**src/rtl/divider_iterative_8b_if.sv**
```systemverilog
// Operand and result val/rdy streams of the iterative 8-bit divider.
// The master drives operands and the result ready; the slave is the divider.
interface divider_iterative_8b_if;
    logic       istream_val;
    logic       istream_rdy;
    logic [7:0] dividend;
    logic [7:0] divisor;
    logic       ostream_val;
    logic       ostream_rdy;
    logic [7:0] quotient;
    logic [7:0] remainder;
    logic       div_by_zero;

    modport master (
        output istream_val, dividend, divisor, ostream_rdy,
        input  istream_rdy, ostream_val, quotient, remainder, div_by_zero
    );

    modport slave (
        input  istream_val, dividend, divisor, ostream_rdy,
        output istream_rdy, ostream_val, quotient, remainder, div_by_zero
    );
endinterface

```
**src/rtl/divider_iterative_8b.sv**
```systemverilog
// 8-bit unsigned restoring divider: one trial subtraction per cycle.
// The result is held in DONE until the consumer accepts it.
module divider_iterative_8b (
    input logic clk,
    input logic rst,
    divider_iterative_8b_if.slave bus
);
    typedef enum logic [1:0] {IDLE, CALC, DONE} state_t;

    state_t     state, state_nxt;
    logic [2:0] count, count_nxt;
    logic [7:0] rem_reg, rem_nxt;
    logic [7:0] quo_reg, quo_nxt;
    logic [7:0] dvsr_reg, dvsr_nxt;
    logic       dbz_reg, dbz_nxt;

    logic [8:0] shifted;
    logic [7:0] diff;
    logic       fits;

    // Only the low byte of the difference is ever kept.
    assign shifted = {rem_reg, quo_reg[7]};
    assign diff    = shifted[7:0] - dvsr_reg;
    assign fits    = shifted >= {1'b0, dvsr_reg};

    always_ff @(posedge clk or posedge rst) begin
        if (rst) begin
            state    <= IDLE;
            count    <= 3'd0;
            rem_reg  <= 8'd0;
            quo_reg  <= 8'd0;
            dvsr_reg <= 8'd0;
            dbz_reg  <= 1'b0;
        end else begin
            state    <= state_nxt;
            count    <= count_nxt;
            rem_reg  <= rem_nxt;
            quo_reg  <= quo_nxt;
            dvsr_reg <= dvsr_nxt;
            dbz_reg  <= dbz_nxt;
        end
    end

    always_comb begin
        state_nxt = state;
        count_nxt = count;
        rem_nxt   = rem_reg;
        quo_nxt   = quo_reg;
        dvsr_nxt  = dvsr_reg;
        dbz_nxt   = dbz_reg;
        unique case (state)
            IDLE: begin
                if (bus.istream_val) begin
                    rem_nxt   = 8'd0;
                    quo_nxt   = bus.dividend;
                    dvsr_nxt  = bus.divisor;
                    dbz_nxt   = (bus.divisor == 8'd0);
                    count_nxt = 3'd0;
                    state_nxt = CALC;
                end
            end
            CALC: begin
                if (fits) begin
                    rem_nxt = diff;
                    quo_nxt = {quo_reg[6:0], 1'b1};
                end else begin
                    rem_nxt = shifted[7:0];
                    quo_nxt = {quo_reg[6:0], 1'b0};
                end
                count_nxt = count + 3'd1;
                if (count == 3'd7) state_nxt = DONE;
            end
            DONE: begin
                if (bus.ostream_rdy) state_nxt = IDLE;
            end
            default: state_nxt = IDLE;
        endcase
    end

    assign bus.istream_rdy = (state == IDLE);
    assign bus.ostream_val = (state == DONE);
    assign bus.quotient    = quo_reg;
    assign bus.remainder   = rem_reg;
    assign bus.div_by_zero = dbz_reg;
endmodule

```
**src/flat_wrapper.sv**
```systemverilog
// flat-port wrapper written by rule: the top's interface ports become plain ports
module divider_iterative_8b_flat 
  (clk, rst, bus_istream_val, bus_dividend, bus_divisor, bus_ostream_rdy, bus_istream_rdy, bus_ostream_val, bus_quotient, bus_remainder, bus_div_by_zero);
  divider_iterative_8b_if bus_i ();
  input logic clk;
  input logic rst;
  input wire logic [$bits(bus_i.istream_val)-1:0] bus_istream_val;
  input wire logic [$bits(bus_i.dividend)-1:0] bus_dividend;
  input wire logic [$bits(bus_i.divisor)-1:0] bus_divisor;
  input wire logic [$bits(bus_i.ostream_rdy)-1:0] bus_ostream_rdy;
  output wire logic [$bits(bus_i.istream_rdy)-1:0] bus_istream_rdy;
  output wire logic [$bits(bus_i.ostream_val)-1:0] bus_ostream_val;
  output wire logic [$bits(bus_i.quotient)-1:0] bus_quotient;
  output wire logic [$bits(bus_i.remainder)-1:0] bus_remainder;
  output wire logic [$bits(bus_i.div_by_zero)-1:0] bus_div_by_zero;
  assign bus_i.istream_val = bus_istream_val;
  assign bus_i.dividend = bus_dividend;
  assign bus_i.divisor = bus_divisor;
  assign bus_i.ostream_rdy = bus_ostream_rdy;
  assign bus_istream_rdy = bus_i.istream_rdy;
  assign bus_ostream_val = bus_i.ostream_val;
  assign bus_quotient = bus_i.quotient;
  assign bus_remainder = bus_i.remainder;
  assign bus_div_by_zero = bus_i.div_by_zero;
  divider_iterative_8b u_core (.clk(clk), .rst(rst), .bus(bus_i));
endmodule
```
**config.mk**
```make
export PLATFORM = sky130hd
export DESIGN_NAME = divider_iterative_8b_flat
export DESIGN_NICKNAME = d
export VERILOG_FILES = /design/src/rtl/divider_iterative_8b_if.sv /design/src/rtl/divider_iterative_8b.sv /design/src/flat_wrapper.sv
export SDC_FILE = /design/constraint.sdc
export NUM_CORES = 1
export LEC_CHECK = 0
export CAP_MARGIN = 40
export CORE_UTILIZATION = 45
export DETAILED_ROUTE_END_ITERATION = 16
export MAX_ROUTING_LAYER = met4
export PLACE_DENSITY = 0.73
export SYNTH_ARGS = -nofsm -noshare
export SYNTH_HDL_FRONTEND = slang
export SYNTH_SLANG_ARGS = --single-unit
```
**constraint.sdc**
```tcl
create_clock -name clk -period 2.07 [get_ports clk]
set_input_delay 0.414 -clock clk [delete_from_list [all_inputs] [get_ports clk]]
set_output_delay 0.414 -clock clk [all_outputs]
set_load 0.03 [all_outputs]
```
## Word-level counts from Yosys, hierarchy flattened

Cells that the tools add are included.

| operators by class | value |
|---|---|
| div/mod/pow operators | 0 |
| magnitude comparators | 1 |
| add/subtract/negate cells | 2 |
| multipliers | 0 |
| bitwise operators | 0 |
| eq/ne operators | 6 |
| shift-type cells | 0 |
| multiplexer cells | 12 |
| reduce and logical (&&, ||, !) cells | 6 |

Operators by type and width:

| kind | number |
|---|---|
| 8-bit one-hot mux with 2 select lines | 2 |
| 8-bit 2-to-1 mux | 3 |
| 9-bit by 8-bit greater-or-equal comparator with 1-bit output | 1 |
| 8-bit zero test | 1 |
| 8-bit subtractor | 1 |
| 2-bit 2-to-1 mux | 3 |
| 2-bit one-hot mux with 3 select lines | 1 |
| 3-bit one-hot mux with 2 select lines | 1 |
| 2-bit inequality test (second input constant) | 2 |
| 2-bit AND reduction | 2 |
| 3-bit by 1-bit adder with 3-bit output (second input constant) | 1 |
| 3-bit == test (second input constant) | 1 |
| 3-bit 2-to-1 mux | 1 |
| 3-bit AND reduction | 1 |
| 2-bit by 1-bit == test with 1-bit output (second input constant) | 1 |
| 2-bit == test (second input constant) | 1 |
| 2-bit zero test | 1 |
| 2-bit by 1-bit inequality test with 1-bit output (second input constant) | 1 |
| 2-bit nonzero test | 1 |
| 1-bit 2-to-1 mux | 1 |

| word-level totals | value |
|---|---|
| output and inout port bits | 19 |
| bits in read-only memories | 0 |
| flip-flop bits (word level) | 30 |
| latch bits | 0 |
| bits in writable memories | 0 |
| memories kept | 0 |
| bits of input ports | 20 |
| logic and storage cells | 33 |

## Logic depth before layout (Yosys ltp)

| logic depth | value |
|---|---|
| word-level depth | 3 |
| depth in mapped cells | 9 |
| depth with buffers taken out | 8 |

## Least setup slack after synthesis

No wires, ideal clock.

| path | value |
|---|---|
| kind | register to register |
| start point | register u_core.quo_reg[7], in the netlist u_core.bus.quotient[7] |
| end point | register u_core.rem_reg[6], in the netlist u_core.bus.remainder[6] |
| clock period less this slack | 2.155 ns |
| path buffers | 0 |
| required time | 1.978 ns |
| library setup time | 0.092 ns |
| data arrival time | 2.064 ns |
| stages on the path, launching flop included | 9 |
| setup slack | -0.085 ns |
| path through | dfrtp_1 -> inv_1 -> ha_1 -> fa_1 -> nand2b_1 -> a21oi_1 -> mux2i_1 -> and4b_1 -> o31ai_2 |

| between the ends | value |
|---|---|
| cells in the longest elaborated chain, start to end | 3 |
| elaborated cells on any way between the ends | 4 |
| classes of those cells | add/sub: 1; order compare: 1; mux: 2 |

RTL lines:

| element | line | text |
|---|---|---|
| start: declaration | divider_iterative_8b.sv:13 | `logic [7:0] quo_reg, quo_nxt;` |
| start signal: assignment | divider_iterative_8b.sv:38 | `quo_reg <= quo_nxt;` |
| 8-bit subtractor or 9-bit by 8-bit greater-or-equal comparator with 1-bit output (tied branches) | divider_iterative_8b.sv:23, divider_iterative_8b.sv:24 |  |
| 8-bit 2-to-1 mux (*) | divider_iterative_8b.sv:63 | `if (fits) begin` |
| 8-bit one-hot mux with 2 select lines (*) | divider_iterative_8b.sv:51 | `unique case (state)` |
| end signal: assignment | divider_iterative_8b.sv:37 | `rem_reg <= rem_nxt;` |
| end: declaration | divider_iterative_8b.sv:12 | `logic [7:0] rem_reg, rem_nxt;` |

Mark *: on every way between the ends. The rest lies on a longest branch, timed or not.
A chain may end at the register's enable or synchronous reset.

## Final worst setup path

| path | value |
|---|---|
| start point | register u_core.quo_reg[7], in the netlist u_core.bus.quotient[7] |
| end point | register u_core.rem_reg[4], in the netlist u_core.bus.remainder[4] |

Same word-level chain as after synthesis.

==> results.toml <==
[run_status]
status = "complete, no violations"

[global_routing]
antenna_found_initial = 0
grt_max_degree = 31
grt_pass1_wl_um = 6670
track_usage_pct = 22.0
overflow = 0
grt_pass1_vias = 1503

[die]
die_h_um = 63.4
core-area_um2 = 3470
fp.dieArea_um2 = 4020
rows = 21
die_x_um = 63.4
io_pins = 39
start_util_pct = 49.0

[synthesis]
synth.avg_cell_area_um2 = 9.43
netlist_instances = 180
netlist_area_um2 = 1700
synthFlopType = "dfrtp_1"
synthArstFlopShare_pct = 100
synth_cell_type_count = 39
synth_warnings = 0
syn_nets = 211
ys_ff_latch = 30
synth_edf_count = 0
yosysSeqAreaShare_pct = 44.2

[finish]
n_fill_cell = 301
final_common_cell = "clkdlybuf4s50_1"
layout_common_cells = "clkdlybuf4s50_1, nand2_1, dfrtp_1, o21ai_0, inv_1"
regArea_um2 = 752
antenna_cells = 0
final_area_um2 = 2250
drive_above_1_share_pct = 9.78
nets = 255
area_growth_pct = 32.5
multi_input_area_um2 = 870

[setup_path]
rr_worst_depth = 7
arrival_ns = 2.11
crit_slowest_cell = "dfrtp_2"
path_max_fanout = 6
required_ns = 2.22
path_buf_inv = 1
path_cells = "inv_1, ha_2, and2b_1, o21ai_0, a21o_2, mux2i_1, o21ai_0"
end_kind = "register"
cpMostUsedCell = "o21ai_0"
crit_type = "register to register"
worstSetupPathDepth = 7
start_kind = "register"
crit_family = "compound AO/OA/AOI/OAI gates"
critical-path-max-stage-delay_ns = 0.36

[pwr]
p_leak_nw = 0.996
power.total_mw = 4.40
ir_drop_v = 0.000706
power.density_nw_per_um2 = 1950

[cts]
clk_latency_ns = 0.28
clockRootBuffer = "clkbuf_8"
clk_pin_slew_ns = 0.07
clock_path_buffers = 2
htree_levels = 2
cts_tree = "done"
cts_buffers = 5
clock_sinks = 30
postCtsHoldBufs = 0

[sta]
finalCriticalPeriod_ns = 1.96
finClkSkew_ns = 0.00684
finalWorstSetupSlack_ns = 0.106
slew_headroom_pct = 66.8
finalMaxSlewViolations = 0
setup_viol = 0
worstMarginPinSlew_ns = 0.498
clock.fmax_mhz = 509
tns_ns = 0
hold_slack_ns = 0.505
post-route-period-util_pct = 94.9
finalHoldViolCount = 0

[min_path]
min_path_cells = 1
hold_class = "register to register"

[place]
dp_hpwl_um = 2900
port_buffers = 38
gp_congestion = 0.867
pre_cts_ws_ns = 0.00463
placed_area_um2 = 2150

[drt]
wirelength_um = 3910
drt_iter0_markers = 94
detail-route-antenna-nets = 0
wl_per_cell_um = 14.4
vias = 1463
viasPerCell = 5.40
drtPass1Iterations = 4
drc = 0

[job]
max-cap-violations = 0
[worst register-to-register path: cells and delay by family, from the launching register on]
| kind | cells | cell delay, ns |
|---|---|---|
| AND/OR/NAND/NOR | 1 | 0.17 |
| flip-flops | 1 | 0.36 |
| AO/OA/AOI/OAI | 3 | 0.72 |
| adder cells (fa/ha/maj) | 1 | 0.32 |
| buffers and inverters | 1 | 0.07 |
| multiplexers | 1 | 0.21 |
[cells by family after synthesis]
kind of cell,synth area share (%)
AOI/OAI and AO/OA,17.3
DFF,44.2
and+or+nand+nor,14.3
buffers and inverters,5.82
adders and majority gates,8.55
muxes,7.74
xor gates and xnor gates,2.06
[cell usage after synthesis (all sizes together), types with 2 or more instances]
| library cell | count | share of area [%] |
|---|---|---|
| inv | 14 | 3.1 |
| buf | 4 | 1.8 |
| a31oi | 2 | 0.74 |
| o21bai | 2 | 0.88 |
| dfrtp | 30 | 44 |
| nand3 | 3 | 0.88 |
| nor4 | 2 | 0.74 |
| nor2b | 3 | 1.1 |
| a21oi | 6 | 1.8 |
| nand2 | 30 | 6.6 |
| ha | 10 | 7.4 |
| nor2 | 6 | 1.3 |
| clkbuf | 4 | 0.88 |
| and2 | 2 | 0.74 |
| a22o | 5 | 2.7 |
| mux2i | 12 | 7.1 |
| xor2 | 3 | 1.5 |
| nand2b | 2 | 0.74 |
| o21ai | 24 | 7.1 |
| o221ai | 2 | 1.0 |
[final timing paths]
| kind | startpoint | to | slack (ns) |
|---|---|---|---|
| setup / recovery | u_core.bus.quotient[7] | u_core.bus.remainder[4] | 0.11 |
| hold / removal | u_core.count[0] | u_core.count[0] | 0.51 |
| setup reg to reg | u_core.bus.quotient[7] | u_core.bus.remainder[4] | 0.11 |
| hold reg to reg | u_core.count[0] | u_core.count[0] | 0.51 |
| max in group asynchronous | rst | u_core.bus.quotient[7] | 1.23 |
| min in group asynchronous | rst | u_core.bus.quotient[0] | 0.53 |
[stage by stage]
stage                     cells  utilization, %
after detailed placement    262            61.9
final                       271            64.9
after global routing        271            64.9
after floorplan             180               -
after CTS                   270            64.3
after global placement      262            61.9
[per-layer routing]
metal | share of wire [%] | GRT usage (%) | routed length, um | vias to the layer above
met5 | 0 | - | 0 | -
met4 | 0.74 | 4.83 | 29 | 0
met1 | 46 | 27.7 | 1790 | 699
met3 | 5.5 | 5.80 | 216 | 6
li1 | - | - | - | 711
met2 | 48 | 35.2 | 1880 | 47
[report_power, final]
part | total, mW | internal (mW) | switching (mW)
clock network | 0.453 | 0.239 | 0.214
logic | 2.87 | 1.27 | 1.60
registers | 1.08 | 0.881 | 0.197
[final cells by class]
type / instances / area share, %
multi-input combinational: 129 / 38.7
inverter: 14 / 2.34
sequential: 30 / 33.4
timing repair buffer: 44 / 19.5
clock buffer: 8 / 3.56
tap: 46 / 2.56
[timing repair]
item,CTS,global route
endpoints found under the setup margin,1,4
cloned,0,1
hold endpoints to repair,0,0
buffers inserted,0,0
resized for setup,1,4
No activity file was read; power rests on OpenSTA's default activity.
